File: config.mk
export PLATFORM = sky130hd
export DESIGN_NAME = param_fifo_flat
export DESIGN_NICKNAME = d
export VERILOG_FILES = /design/src/rtl/fifo_pkg.sv /design/src/rtl/param_fifo_if.sv /design/src/rtl/fifo_wrap_ptr.sv /design/src/rtl/param_fifo.sv /design/src/flat_wrapper.sv
export SDC_FILE = /design/constraint.sdc
export NUM_CORES = 1
export LEC_CHECK = 0
export ABC_AREA = 1
export ABC_CLOCK_PERIOD_IN_PS = 6250
export CAP_MARGIN = 10
export CORE_UTILIZATION = 65
export CTS_BUF_LIST = sky130_fd_sc_hd__clkbuf_2 sky130_fd_sc_hd__clkbuf_4 sky130_fd_sc_hd__clkbuf_8
export CTS_CLUSTER_DIAMETER = 200
export DETAILED_ROUTE_END_ITERATION = 8
export PLACE_DENSITY = 0.9
export SYNTH_ARGS = -nofsm -noshare
export SYNTH_HDL_FRONTEND = slang
export SYNTH_SLANG_ARGS = --single-unit
export TNS_END_PERCENT = 50
File: constraint.sdc
create_clock -name clk -period 6.25 [get_ports clk]
set_input_delay 1.25 -clock clk [delete_from_list [all_inputs] [get_ports clk]]
set_output_delay 1.25 -clock clk [all_outputs]
set_load 0.02 [all_outputs]
File: src/rtl/fifo_pkg.sv
// Shared definitions for the FIFO family: sticky error flag bundle and
// the helper that sizes occupancy/threshold fields from the entry count.
package fifo_pkg;

   typedef struct packed {
      logic overflow;
      logic underflow;
   } fifo_err_t;

   // Width needed to represent every occupancy value from 0 up to and including depth.
   function automatic int calc_cnt_w(input int depth);
      return $clog2(depth + 1);
   endfunction

endpackage

File: src/rtl/param_fifo_if.sv
// Handshake, data, threshold and status bundle of param_fifo.
// Signal suffixes are named from the FIFO's point of view.
interface param_fifo_if #(
   parameter int DATA_WIDTH = 32,
   parameter int CNT_W      = 5
);

   logic                  flush_i;
   logic                  wren_i;
   logic [DATA_WIDTH-1:0] wdata_i;
   logic                  full_o;
   logic                  almost_full_o;
   logic                  rden_i;
   logic [DATA_WIDTH-1:0] rdata_o;
   logic                  empty_o;
   logic                  almost_empty_o;
   logic [CNT_W-1:0]      af_level_i;
   logic [CNT_W-1:0]      ae_level_i;
   logic [CNT_W-1:0]      count_o;
   logic                  overflow_o;
   logic                  underflow_o;
   logic                  err_clr_i;

   // The FIFO itself.
   modport slave (
      input  flush_i, wren_i, wdata_i, rden_i, af_level_i, ae_level_i, err_clr_i,
      output full_o, almost_full_o, rdata_o, empty_o, almost_empty_o,
             count_o, overflow_o, underflow_o
   );

   // Whoever produces into and consumes from the FIFO.
   modport master (
      output flush_i, wren_i, wdata_i, rden_i, af_level_i, ae_level_i, err_clr_i,
      input  full_o, almost_full_o, rdata_o, empty_o, almost_empty_o,
             count_o, overflow_o, underflow_o
   );

endinterface

File: src/rtl/fifo_wrap_ptr.sv
// Modulo-DEPTH pointer: advances on inc_i, wraps from DEPTH-1 back to 0,
// and returns to 0 on either reset or the synchronous clear.
module fifo_wrap_ptr #(
   parameter int DEPTH = 16,
   parameter int PTR_W = 4
) (
   input  logic             clk,
   input  logic             rst,
   input  logic             clr_i,
   input  logic             inc_i,
   output logic [PTR_W-1:0] ptr_o
);

   localparam logic [PTR_W-1:0] LAST = PTR_W'(DEPTH - 1);

   logic [PTR_W-1:0] ptr_q;
   logic [PTR_W-1:0] ptr_d;

   // Clear dominates an increment; the explicit wrap handles non-power-of-two depths.
   always_comb begin
      ptr_d = ptr_q;
      if (clr_i) begin
         ptr_d = '0;
      end else if (inc_i) begin
         ptr_d = (ptr_q == LAST) ? '0 : ptr_q + PTR_W'(1);
      end
   end

   // Pointer register with synchronous reset.
   always_ff @(posedge clk) begin
      if (rst) begin
         ptr_q <= '0;
      end else begin
         ptr_q <= ptr_d;
      end
   end

   assign ptr_o = ptr_q;

endmodule

File: src/rtl/param_fifo.sv
// Parametrised single-clock show-ahead FIFO with programmable almost flags,
// occupancy count, synchronous flush and sticky overflow/underflow flags.
// Every status output is a register loaded from next-state values, so no
// input reaches a flag combinationally.
module param_fifo
   import fifo_pkg::*;
#(
   parameter int DEPTH      = 16,
   parameter int DATA_WIDTH = 32,
   parameter int CNT_W      = calc_cnt_w(DEPTH)
) (
   input logic          clk,
   input logic          rst,
   param_fifo_if.slave  bus
);

   localparam int               PTR_W   = (DEPTH > 1) ? $clog2(DEPTH) : 1;
   localparam logic [CNT_W-1:0] DEPTH_C = CNT_W'(DEPTH);

   logic [DATA_WIDTH-1:0] mem [DEPTH];

   logic [PTR_W-1:0] wrPtr;
   logic [PTR_W-1:0] rdPtr;

   logic [CNT_W-1:0] count_q;
   logic [CNT_W-1:0] count_d;
   logic             full_q;
   logic             full_d;
   logic             empty_q;
   logic             empty_d;
   logic             almostFull_q;
   logic             almostFull_d;
   logic             almostEmpty_q;
   logic             almostEmpty_d;
   fifo_err_t        err_q;
   fifo_err_t        err_d;

   logic wrAccept;
   logic rdAccept;
   logic ovSet;
   logic unSet;

   // Accept/reject decisions use only the registered flags; a flush cycle swallows both requests.
   always_comb begin
      wrAccept = bus.wren_i & ~full_q  & ~bus.flush_i;
      rdAccept = bus.rden_i & ~empty_q & ~bus.flush_i;
      ovSet    = bus.wren_i &  full_q  & ~bus.flush_i;
      unSet    = bus.rden_i &  empty_q & ~bus.flush_i;
   end

   // Next occupancy: a simultaneous accepted push and pop cancel out.
   always_comb begin
      count_d = count_q;
      if (bus.flush_i) begin
         count_d = '0;
      end else if (wrAccept && !rdAccept) begin
         count_d = count_q + CNT_W'(1);
      end else if (rdAccept && !wrAccept) begin
         count_d = count_q - CNT_W'(1);
      end
   end

   // Status flags are derived from the next occupancy so they are valid the cycle after the edge.
   always_comb begin
      full_d         = (count_d == DEPTH_C);
      empty_d        = (count_d == '0);
      almostFull_d   = (count_d >= bus.af_level_i);
      almostEmpty_d  = (count_d <= bus.ae_level_i);
      err_d.overflow  = ovSet | (err_q.overflow  & ~bus.err_clr_i);
      err_d.underflow = unSet | (err_q.underflow & ~bus.err_clr_i);
   end

   // Occupancy, flag and sticky-error registers.
   always_ff @(posedge clk) begin
      if (rst) begin
         count_q       <= '0;
         full_q        <= 1'b0;
         empty_q       <= 1'b1;
         almostFull_q  <= 1'b0;
         almostEmpty_q <= 1'b1;
         err_q         <= '0;
      end else begin
         count_q       <= count_d;
         full_q        <= full_d;
         empty_q       <= empty_d;
         almostFull_q  <= almostFull_d;
         almostEmpty_q <= almostEmpty_d;
         err_q         <= err_d;
      end
   end

   // Storage has no reset; only accepted writes touch it.
   always_ff @(posedge clk) begin
      if (!rst && wrAccept) begin
         mem[wrPtr] <= bus.wdata_i;
      end
   end

   fifo_wrap_ptr #(
      .DEPTH (DEPTH),
      .PTR_W (PTR_W)
   ) uWrPtr (
      .clk   (clk),
      .rst   (rst),
      .clr_i (bus.flush_i),
      .inc_i (wrAccept),
      .ptr_o (wrPtr)
   );

   fifo_wrap_ptr #(
      .DEPTH (DEPTH),
      .PTR_W (PTR_W)
   ) uRdPtr (
      .clk   (clk),
      .rst   (rst),
      .clr_i (bus.flush_i),
      .inc_i (rdAccept),
      .ptr_o (rdPtr)
   );

   assign bus.rdata_o        = mem[rdPtr];
   assign bus.count_o        = count_q;
   assign bus.full_o         = full_q;
   assign bus.empty_o        = empty_q;
   assign bus.almost_full_o  = almostFull_q;
   assign bus.almost_empty_o = almostEmpty_q;
   assign bus.overflow_o     = err_q.overflow;
   assign bus.underflow_o    = err_q.underflow;

endmodule
File: src/flat_wrapper.sv
// flat-port wrapper written by rule: the top's interface ports become plain ports
module param_fifo_flat import fifo_pkg::*;
#(
   parameter int DEPTH      = 16,
   parameter int DATA_WIDTH = 32,
   parameter int CNT_W      = calc_cnt_w(DEPTH)
)
  (clk, rst, bus_flush_i, bus_wren_i, bus_wdata_i, bus_rden_i, bus_af_level_i, bus_ae_level_i, bus_err_clr_i, bus_full_o, bus_almost_full_o, bus_rdata_o, bus_empty_o, bus_almost_empty_o, bus_count_o, bus_overflow_o, bus_underflow_o);
  param_fifo_if #(.DATA_WIDTH(DATA_WIDTH), .CNT_W(CNT_W)) bus_i ();
  input logic clk;
  input logic rst;
  input wire logic [$bits(bus_i.flush_i)-1:0] bus_flush_i;
  input wire logic [$bits(bus_i.wren_i)-1:0] bus_wren_i;
  input wire logic [$bits(bus_i.wdata_i)-1:0] bus_wdata_i;
  input wire logic [$bits(bus_i.rden_i)-1:0] bus_rden_i;
  input wire logic [$bits(bus_i.af_level_i)-1:0] bus_af_level_i;
  input wire logic [$bits(bus_i.ae_level_i)-1:0] bus_ae_level_i;
  input wire logic [$bits(bus_i.err_clr_i)-1:0] bus_err_clr_i;
  output wire logic [$bits(bus_i.full_o)-1:0] bus_full_o;
  output wire logic [$bits(bus_i.almost_full_o)-1:0] bus_almost_full_o;
  output wire logic [$bits(bus_i.rdata_o)-1:0] bus_rdata_o;
  output wire logic [$bits(bus_i.empty_o)-1:0] bus_empty_o;
  output wire logic [$bits(bus_i.almost_empty_o)-1:0] bus_almost_empty_o;
  output wire logic [$bits(bus_i.count_o)-1:0] bus_count_o;
  output wire logic [$bits(bus_i.overflow_o)-1:0] bus_overflow_o;
  output wire logic [$bits(bus_i.underflow_o)-1:0] bus_underflow_o;
  assign bus_i.flush_i = bus_flush_i;
  assign bus_i.wren_i = bus_wren_i;
  assign bus_i.wdata_i = bus_wdata_i;
  assign bus_i.rden_i = bus_rden_i;
  assign bus_i.af_level_i = bus_af_level_i;
  assign bus_i.ae_level_i = bus_ae_level_i;
  assign bus_i.err_clr_i = bus_err_clr_i;
  assign bus_full_o = bus_i.full_o;
  assign bus_almost_full_o = bus_i.almost_full_o;
  assign bus_rdata_o = bus_i.rdata_o;
  assign bus_empty_o = bus_i.empty_o;
  assign bus_almost_empty_o = bus_i.almost_empty_o;
  assign bus_count_o = bus_i.count_o;
  assign bus_overflow_o = bus_i.overflow_o;
  assign bus_underflow_o = bus_i.underflow_o;
  param_fifo #(.DEPTH(DEPTH), .DATA_WIDTH(DATA_WIDTH), .CNT_W(CNT_W)) u_core (.clk(clk), .rst(rst), .bus(bus_i));
endmodule
==> reports/qor.csv, run 1 <==
stage;metric;value;unit
die;core_area;32900;µm²
clock_tree;tritoncts;done;
die;initial_core_util;66.7;%
worst_setup_path;crit_buf_inv;2;
placed_design;place.gp.congestion;0.834;
synthesis;yosysWarnings;0;
detailed_routing;avgViaCountPerCell;6.29;
detailed_routing;routed_wl;50900;µm
layout;num_antenna_cells;0;
synthesis;syn_area;21900;µm²
worst_setup_path;ff2ff_setup_slack;3.40;ns
global_route;antenna_found_initial;0;
layout;multi_input_area;4920;µm²
clock_tree;cts.sinks;535;
clock_tree;post-cts-setup-buffers;0;
worst_setup_path;crit_path_frequent_cell;o211ai_1;
worst_setup_path;crit_required;5.00;ns
detailed_routing;routedWlPerCell;23.4;µm
timing;layout_setup_ws;1.22;ns
hold_path;hp-class;reg -> reg;
clock_tree;cts_hold_buf;0;
timing;tightest_slew;1.30;ns
global_route;grt_pass1_vias;14037;
worst_setup_path;path_cells;inv_2 -> o211ai_1 -> o211ai_1 -> nand2_1 -> clkdlybuf4s50_1;
timing;fmax;0.199;GHz
die;die_y;186;µm
die;rows;66;
layout;final_area;24800;µm²
die;die_area;34500;µm²
worst_setup_path;path_class;reg -> out;
detailed_routing;ant_nets;0;
clock_tree;cts-root-buf;clkbuf_8;
synthesis;syn_nets;1633;
die;die_w;186;µm
worst_setup_path;cp_top_family;buffers and inverters;
timing;setup_tns;0;ns
placed_design;dp_slack;1.91;ns
synthesis;avgSynthCellArea;14.0;µm²
placed_design;io_buffers;90;
placed_design;dpl_cell_area;23100;µm²
worst_setup_path;critPathSlowestCell;dfxtp_4;
pwr;power_density;288;nW/µm²
placed_design;place_hpwl;26600;µm
timing;holdWs;0.476;ns
worst_setup_path;crit_path_max_incr_delay;1.08;ns
clock_tree;clock_path_buffers;3;
synthesis;ys_seq_elements;535;
layout;regArea;15800;µm²
layout;final_common_cell;edfxtp_1;
worst_setup_path;endpoint_kind;primary output;
layout;area_delta_synth_final;13.0;%
timing;slew_violations;0;
synthesis;yosysSeqAreaShare;72.2;%
timing;min_period_over_period;80.5;%
global_route;grt_pass1_wl;76700;µm
clock_tree;clkTransAtPathRegs;0.07;ns
pwr;p_total;7140;µW
layout;final_nets;1737;
worst_setup_path;startpoint_type;register;
detailed_routing;remaining_drc_errors;0;
timing;fin_skew;0.0367;ns
timing;hold_violations;0;
detailed_routing;dr.pass1.iters;6;
die;top_level_ports;91;
detailed_routing;drt_iter0_drc;1474;
clock_tree;cts-resized-gates;0;
global_route;grt_max_degree;99;
synthesis;synth_cell_types;29;
status;status;finished, final reports clean;
synthesis;postSynthCellCount;1568;
timing;relSlewSlack;13.2;%
detailed_routing;via_count;13715;
layout;layout_common_cells;edfxtp_1 (512), inv_1 (176), a21oi_1 (141), o21ai_0 (135), mux2i_1 (128);
run;drv_cap;0;
timing;rsz0062_at_grt;false;
global_route;overflow;0;
layout;fill_cells;1886;
clock_tree;cts_buffers;80;
pwr;p_leak;0.00826;µW
timing;layout_min_cycle_time;5.03;ns
timing;setup_violations;0;
worst_setup_path;critPathArrivalTime;3.78;ns
worst_setup_path;path_max_fanout;84;
clock_tree;clkLatencyLatePin;0.62;ns
clock_tree;h-tree-depth;3;
pwr;ir_drop;0.154;mV
layout;drive_gt1_share;10.2;%
global_route;grt_use_total;30.1;%
==> power by group <==
part	internal (µW)	leakage (µW)	switching [µW]
registers	3940	0.00479	11.2
logic	114	0.00263	199
clock network	1520	0.000841	1350
==> cells by family after synthesis <==
logic type	Yosys count	share of synthesized area, %
buffers and inverters	270	5.84
DFF	535	72.2
adders and majority gates	17	0.970
and+or+nand+nor	180	3.49
AOI/OAI and AO/OA	435	11.5
muxes	128	5.84
xor gates and xnor gates	3	0.120
==> path summary, 6_finish.rpt <==
kind	start	end	cells past startpoint
hold / removal	u_core.bus.overflow_o	u_core.bus.overflow_o	2
hold reg to reg	u_core.bus.overflow_o	u_core.bus.overflow_o	2
setup / recovery	register	bus_rdata_o[9]	5
setup reg to reg	u_core.bus.full_o	u_core.mem[0][5]	5
==> layer usage <==
metal,global-route usage [%],vias up,wire length [µm]
met5,0,-,0
met2,50.1,908,25300
met4,14.9,0,1820
li1,-,6024,-
met1,38.0,6611,18800
met3,5.99,172,4980
==> flip-flops by register name, indices dropped and copies added, names as in the netlist, named ones only <==
register and count:
u_core.mem 512, u_core.bus.count_o 5, u_core.uRdPtr.ptr_o 4, u_core.uWrPtr.ptr_o 4, u_core.bus.almost_empty_o 1, u_core.bus.almost_full_o 1, u_core.bus.empty_o 1, u_core.bus.full_o 1
u_core.bus.overflow_o 1, u_core.bus.underflow_o 1
==> area by class of cell <==
type	instances	share of cell area, %
Sequential cell	535	64.0
Clock inverter	41	1.11
Inverter	178	2.71
Tap cell	442	2.23
Multi-Input combinational cell	763	19.9
Clock buffer	108	5.39
Timing Repair Buffer	114	4.76
==> synth_stat cells (all sizes together) <==
library cell    n  area (µm²)
nor3            6        30.0
mux2i         128        1280
nor2           36         135
a21oi         141         706
xnor2           1        8.76
nand2          80         300
buf            42         424
or2             1        6.26
nor4            1        6.26
o211ai        129         993
xor2            2        17.5
clkbuf         50         188
nand3          54         275
edfxtp        512       15400
dfxtp          23         460
ha             17         213
o21ai         164         821
o221ai          1        8.76
nand4           2        12.5
inv           178         668
==> stage by stage <==
step	std cells	util, %
3_3_place_gp	2028	70.3
2_1_floorplan	1568	-
5_1_grt	2181	75.4
6_report	2181	75.4
4_1_cts	2178	75.2
3_5_place_dp	2029	70.3
==> tightest hold or removal path: cells and delay by family (launching register included) <==
family,cells,cell delay [ns]
compound gates,1,0.06
flops,1,0.31
simple gates,1,0.06
No activity file was read; power rests on OpenSTA's default activity.
==> run 2: changes to the inputs <==
- ABC_CLOCK_PERIOD_IN_PS: 6250 -> 4640
- CORE_UTILIZATION: 65 -> 63
- PLACE_DENSITY: 0.9 -> 0.87
- clock period: 6.25 -> 4.64 ns (I/O delays scaled with it)
==> run 2 against run 1 <==
Clock skew fell by 0.0049 ns. Worst setup slack worse by 0.61 ns. Design area is 0.21% higher. Final cell count grew 0.83%. Critical path depth is 1 higher. Die area rose by 3.1%. Critical endpoint is now bus_rdata_o[3].
==> reports/qor.csv, run 2 (same netlist as run 1, synthesis figures left out) <==
stage;metric;value;unit;change
status;status;finished, final reports clean;;
global_route;overflow;0;;unchanged
clock_tree;tritoncts;done;;
timing;tightest_slew;0.742;ns;-0.557 ns
layout;drive_gt1_share;11.0;%;+0.79 points
worst_setup_path;endpoint_kind;primary output;;
layout;layout_common_cells;edfxtp_1 (512), inv_1 (176), a21oi_1 (141), o21ai_0 (135), mux2i_1 (128);;
die;die_area;35600;µm²;+3.1%
pwr;power_density;379;nW/µm²;+32%
layout;num_antenna_cells;0;;unchanged
detailed_routing;via_count;13612;;-0.75%
layout;top_register;u_core.mem;;
clock_tree;post-cts-setup-buffers;0;;unchanged
detailed_routing;avgViaCountPerCell;6.19;;-1.6%
placed_design;io_buffers;90;;unchanged
worst_setup_path;reg2reg_from;u_core.bus.full_o;;
clock_tree;cts_buffers;80;;unchanged
layout;area_delta_synth_final;13.2;%;
placed_design;place_hpwl;26800;µm;+1.1%
placed_design;place.gp.congestion;0.869;;+4.2%
timing;slew_violations;0;;unchanged
layout;final_nets;1752;;+0.86%
layout;final_common_cell;edfxtp_1;;
timing;setup_tns;0;ns;unchanged
die;die_w;189;µm;+1.6%
placed_design;dpl_cell_area;23300;µm²;+0.82%
timing;relSlewSlack;50.4;%;+37 points
pwr;p_leak;0.00833;µW;+0.76%
timing;min_period_over_period;86.9;%;
hold_path;hp-class;reg -> reg;;
worst_setup_path;r2r_cells;6;;+1
clock_tree;cts-root-buf;clkbuf_8;;
die;rows;67;;+1.5%
detailed_routing;drt_iter0_drc;1555;;+5.5%
global_route;antenna_found_initial;0;;unchanged
clock_tree;cts.sinks;535;;unchanged
die;top_level_ports;91;;unchanged
worst_setup_path;worstReg2RegEnd;u_core.mem[6][13];;
clock_tree;h-tree-depth;3;;unchanged
timing;setup_violations;0;;unchanged
worst_setup_path;critPathArrivalTime;3.11;ns;-0.67 ns
pwr;ir_drop;0.292;mV;+89%
worst_setup_path;ff2ff_setup_slack;2.18;ns;-1.22 ns
timing;rsz0062_at_grt;false;;
clock_tree;cts_hold_buf;0;;unchanged
clock_tree;clkLatencyLatePin;0.61;ns;about the same
detailed_routing;routedWlPerCell;22.3;µm;-4.4%
worst_setup_path;crit_required;3.71;ns;-1.29 ns
detailed_routing;dr.pass1.iters;7;;+1
timing;layout_min_cycle_time;4.03;ns;
die;initial_core_util;64.8;%;-2.0 points
worst_setup_path;path_class;reg -> out;;
detailed_routing;ant_nets;0;;unchanged
global_route;grt_use_total;27.7;%;-2.4 points
global_route;grt_max_degree;129;;+30%
global_route;grt_pass1_vias;13529;;-3.6%
clock_tree;clkTransAtPathRegs;0.06;ns;about the same
detailed_routing;remaining_drc_errors;0;;unchanged
layout;largest_reg_flops;512;;unchanged
timing;fin_skew;0.0319;ns;-0.00487 ns
die;core_area;33900;µm²;+3.0%
worst_setup_path;path_max_fanout;41;;-51%
die;die_y;189;µm;+1.6%
layout;final_area;24800;µm²;+0.21%
clock_tree;cts-resized-gates;0;;unchanged
timing;hold_violations;0;;unchanged
timing;fmax;0.248;GHz;
global_route;grt_pass1_wl;75000;µm;-2.3%
worst_setup_path;endpoint;bus_rdata_o[3];;
run;drv_cap;0;;unchanged
worst_setup_path;startpoint_type;register;;
detailed_routing;routed_wl;49100;µm;-3.6%
clock_tree;clock_path_buffers;3;;unchanged
==> run 2: per-stage QoR <==
stage | worst slack (ns) | power, µW | hold slack (ns) | utilization (%) | std cells
after floorplan | 0.295 | 5630 | 0.467 | - | 1568
after global placement | 1.01 | 5820 | 0.458 | 68.8 | 2053
after detailed placement | 0.908 | 5840 | 0.463 | 68.8 | 2053
after CTS | 0.578 | 9450 | 0.482 | 73.3 | 2199
after global routing | 0.471 | 9690 | 0.503 | 73.3 | 2199
final | 0.606 | 9420 | 0.474 | 73.3 | 2199
==> run 2: worst min-delay path by stage <==
| stage | from | to | slack, ns | cells after the start |
|---|---|---|---|---|
| 2_1_floorplan | u_core.uWrPtr.ptr_o[2] | u_core.uWrPtr.ptr_o[2] | 0.47 | 1 |
| 3_3_place_gp | u_core.bus.underflow_o | u_core.bus.underflow_o | 0.46 | 2 |
| 3_5_place_dp | u_core.bus.overflow_o | u_core.bus.overflow_o | 0.46 | 2 |
| 4_1_cts | u_core.bus.underflow_o | u_core.bus.underflow_o | 0.48 | 2 |
| 5_1_grt | u_core.bus.underflow_o | u_core.bus.underflow_o | 0.50 | 2 |
| 6_report | u_core.bus.underflow_o | u_core.bus.underflow_o | 0.47 | 2 |
==> run 2: critical path: stages, from the launching register on <==
cell,delay (ns)
dfxtp_4,0.69
inv_2,0.39
buf_4,0.33
o211ai_1,0.16
nand3_1,0.17
nand2_1,0.15
clkdlybuf4s50_1,0.62
==> run 2: layout make-up <==
class / count / area [µm²]
sequential: 535 / 15800
tap: 448 / 561
fill: 1985 / 9030
clock inverter: 35 / 188
clock buffer: 111 / 1350
timing repair buffer: 129 / 1290
multi-input combinational: 763 / 4920
inverter: 178 / 671
==> run 2: routing by layer <==
| layer | GRT usage [%] | vias to the layer above | routed length (µm) |
|---|---|---|---|
| met1 | 36.2 | 6639 | 18400 |
| li1 | - | 6055 | - |
| met2 | 46.1 | 809 | 24700 |
| met4 | 11.0 | 0 | 1430 |
| met5 | 0 | - | 0 |
| met3 | 5.29 | 109 | 4580 |
==> run 2: where the power goes <==
part / leakage (µW) / internal, µW / switching (µW)
sequential: 0.00479 / 5310 / 11.0
combinational: 0.00271 / 155 / 270
clock: 0.000823 / 1910 / 1760
==> run 3: changes to the inputs <==
- ABC_AREA: 1 -> default
==> run 3 against run 2 <==
Critical path depth fell by 2. Register-to-register slack got worse by 0.14 ns. Critical endpoint is now bus_rdata_o[24]. Design area fell by 3.1%. Highest routed layer unchanged. Clock skew is 0.0078 ns lower.
==> reports/qor.csv, run 3 <==
stage;metric;value;unit;change
status;status;finished, final reports clean;;
global_route;grt_max_degree;65;;-50%
clock_tree;cts_hold_buf;0;;unchanged
synthesis;synthTopCellsByCount;edfxtp_1 (512), mux4_2 (152), dfxtp_1 (23), nor2_1 (23);;
layout;final_nets;1119;;-36%
timing;relSlewSlack;24.7;%;-26 points
clock_tree;clock_path_buffers;3;;unchanged
die;core_area;31900;µm²;-5.9%
worst_setup_path;path_cells;buf_12 -> mux4_1 -> mux4_2 -> clkdlybuf4s50_1;;
synthesis;yosysWarnings;0;;unchanged
timing;holdWs;0.473;ns;-0.000606 ns
worst_setup_path;critPathSlowestCell;dfxtp_4;;
synthesis;synth_area_leaders;edfxtp_1 (74%), mux4_2 (17%), dfxtp_1 (2.2%);;
worst_setup_path;cp_top_family;multiplexers;;
pwr;power_density;392;nW/µm²;+3.4%
synthesis;syn_area;20600;µm²;-5.9%
worst_setup_path;startpoint_type;register;;
worst_setup_path;crit_path_max_incr_delay;0.79;ns;+0.10 ns
synthesis;synthArstFlopShare;0;%;unchanged
placed_design;place.gp.congestion;0.774;;-11%
layout;utilization;75.5;%;+2.1 points
layout;num_antenna_cells;0;;unchanged
layout;fill_cells;1668;;-16%
clock_tree;clkLatencyLatePin;0.62;ns;about the same
synthesis;ys_seq_elements;535;;unchanged
synthesis;synth_top_area_cell;edfxtp_1;;
synthesis;synth_top_area_share;74.5;%;+4.4 points
run;drv_cap;0;;unchanged
detailed_routing;avgViaCountPerCell;6.30;;+1.8%
synthesis;syn_nets;952;;-42%
die;die_w;183;µm;-3.0%
die;die_y;183;µm;-3.0%
layout;top_register;u_core.mem;;
placed_design;io_buffers;90;;unchanged
die;top_level_ports;91;;unchanged
timing;min_period_over_period;92.4;%;+5.5 points
global_route;antenna_found_initial;0;;unchanged
detailed_routing;routed_wl;41600;µm;-15%
die;rows;65;;-3.0%
worst_setup_path;endpoint_kind;primary output;;
worst_setup_path;path_max_fanout;30;;-27%
timing;rsz0062_at_grt;false;;
layout;area_delta_synth_final;16.6;%;
timing;fmax;0.233;GHz;-5.9%
timing;slew_violations;0;;unchanged
timing;hold_violations;0;;unchanged
pwr;ir_drop;0.310;mV;+5.9%
placed_design;place_hpwl;24300;µm;-9.5%
detailed_routing;ant_nets;0;;unchanged
clock_tree;cts_buffers;83;;+3.8%
worst_setup_path;crit_required;3.71;ns;about the same
clock_tree;cts-root-buf;clkbuf_8;;
timing;setup_tns;0;ns;unchanged
die;die_area;33500;µm²;-5.8%
placed_design;dp_slack;0.858;ns;-0.0503 ns
layout;final_common_cell;edfxtp_1;;
synthesis;yosysSeqAreaShare;76.7;%;+4.5 points
clock_tree;h-tree-depth;3;;unchanged
worst_setup_path;path_class;reg -> out;;
synthesis;avgSynthCellArea;23.3;µm²;+66%
detailed_routing;remaining_drc_errors;0;;unchanged
clock_tree;tritoncts;done;;
synthesis;synth_ff_type;edfxtp_1;;
layout;layout_common_cells;edfxtp_1 (512), mux4_2 (152), clkdlybuf4s50_1 (90), clkbuf_8 (86), clkbuf_4 (32);;
layout;largest_reg_flops;512;;unchanged
global_route;overflow;0;;unchanged
synthesis;postSynthCellCount;887;;-43%
detailed_routing;via_count;9777;;-28%
pwr;p_leak;0.00747;µW;-10%
timing;setup_violations;0;;unchanged
detailed_routing;routedWlPerCell;26.8;µm;+20%
synthesis;synth-edff-count;512;;unchanged
clock_tree;post-cts-setup-buffers;0;;unchanged
worst_setup_path;crit_buf_inv;2;;-1
timing;layout_setup_ws;0.353;ns;-0.254 ns
detailed_routing;drt_iter0_drc;969;;-38%
clock_tree;cts.sinks;535;;unchanged
die;initial_core_util;64.7;%;about the same
global_route;grt_pass1_vias;10518;;-22%
timing;fin_skew;0.0241;ns;-0.00780 ns
global_route;grt_pass1_wl;63100;µm;-16%
detailed_routing;dr.pass1.iters;5;;-2
timing;tightest_slew;1.13;ns;+0.387 ns
hold_path;hp-class;reg -> reg;;
clock_tree;clkTransAtPathRegs;0.06;ns;about the same
worst_setup_path;critPathArrivalTime;3.36;ns;+0.25 ns
timing;layout_min_cycle_time;4.29;ns;+0.254 ns
synthesis;synthMostInstantiatedCell;edfxtp_1;;
layout;drive_gt1_share;30.9;%;+20 points
synthesis;synth_cell_types;42;;+45%
global_route;grt_use_total;26.5;%;-1.3 points
clock_tree;cts-resized-gates;0;;unchanged
[run 3: cell count changes in the layout (fill, tap and decap cells not counted), sizes merged, moves of 127 or more]
cell,change
mux4,+160
o21ai,-159
mux2i,-128
a21oi,-127
o211ai,-129
inv,-167
[run 3: worst reg2reg max path, stage by stage, from the launching register on]
cell and delay (ns):
dfxtp_1 0.40, nand2b_1 0.40, nand3_1 0.17, a21o_1 0.18, a21oi_1 0.43, ha_1 0.34, o21a_1 0.11, o21a_1 0.16
o21a_1 0.16, o221ai_1 0.16
[run 3: logic make-up after synthesis]
group                    Yosys count  synth area share (%)
flip-flops                       535                  76.7
XOR/XNOR                           4                 0.170
buffers and inverters             56                  1.40
AND/OR/NAND/NOR                   83                  2.04
adder cells (fa/ha/maj)           17                  1.03
AO/OA/AOI/OAI                     31                 0.976
multiplexers                     161                  17.7
[run 3: stage by stage]
step / cell area, µm² / power, µW / instances
after floorplan: 20600 / 5550 / 887
after global placement: 22400 / 5690 / 1404
after detailed placement: 22400 / 5700 / 1404
after CTS: 24100 / 9480 / 1552
after global routing: 24100 / 9720 / 1552
final: 24100 / 9430 / 1552
[run 3: final timing paths]
| check | from | to | slack (ns) | cells after the start |
|---|---|---|---|---|
| worst max-delay path | register | bus_rdata_o[24] | 0.35 | 4 |
| worst min-delay path | u_core.bus.underflow_o | u_core.bus.underflow_o | 0.47 | 2 |
| worst max register to register | u_core.bus.full_o | u_core.bus.almost_empty_o | 2.04 | 9 |
| worst min register to register | u_core.bus.underflow_o | u_core.bus.underflow_o | 0.47 | 2 |
[run 3: power breakdown]
| part | total [µW] | leakage, µW | internal, µW | switching [µW] |
|---|---|---|---|---|
| Combinational | 288 | 0.00181 | 134 | 155 |
| Sequential | 5310 | 0.00479 | 5300 | 11.4 |
| Clock | 3830 | 0.000866 | 2090 | 1730 |
| Total | 9430 | 0.00747 | 7530 | 1900 |
[run 3: routing by layer]
layer	vias up	GRT usage, %	part of all wire (%)
li1	4116	-	-
met1	5196	34.5	39
met3	77	5.12	6.0
met5	-	0	0
met4	0	9.07	2.3
met2	388	45.3	53
[run 3: layout make-up]
| class | count | area (µm²) | area share (%) |
|---|---|---|---|
| inverter | 13 | 48.8 | 0.203 |
| clock buffer | 118 | 1420 | 5.92 |
| clock inverter | 30 | 201 | 0.837 |
| timing repair buffer | 125 | 1360 | 5.67 |
| multi-input combinational | 296 | 4630 | 19.3 |
| sequential | 535 | 15800 | 65.9 |
| tap | 435 | 544 | 2.26 |
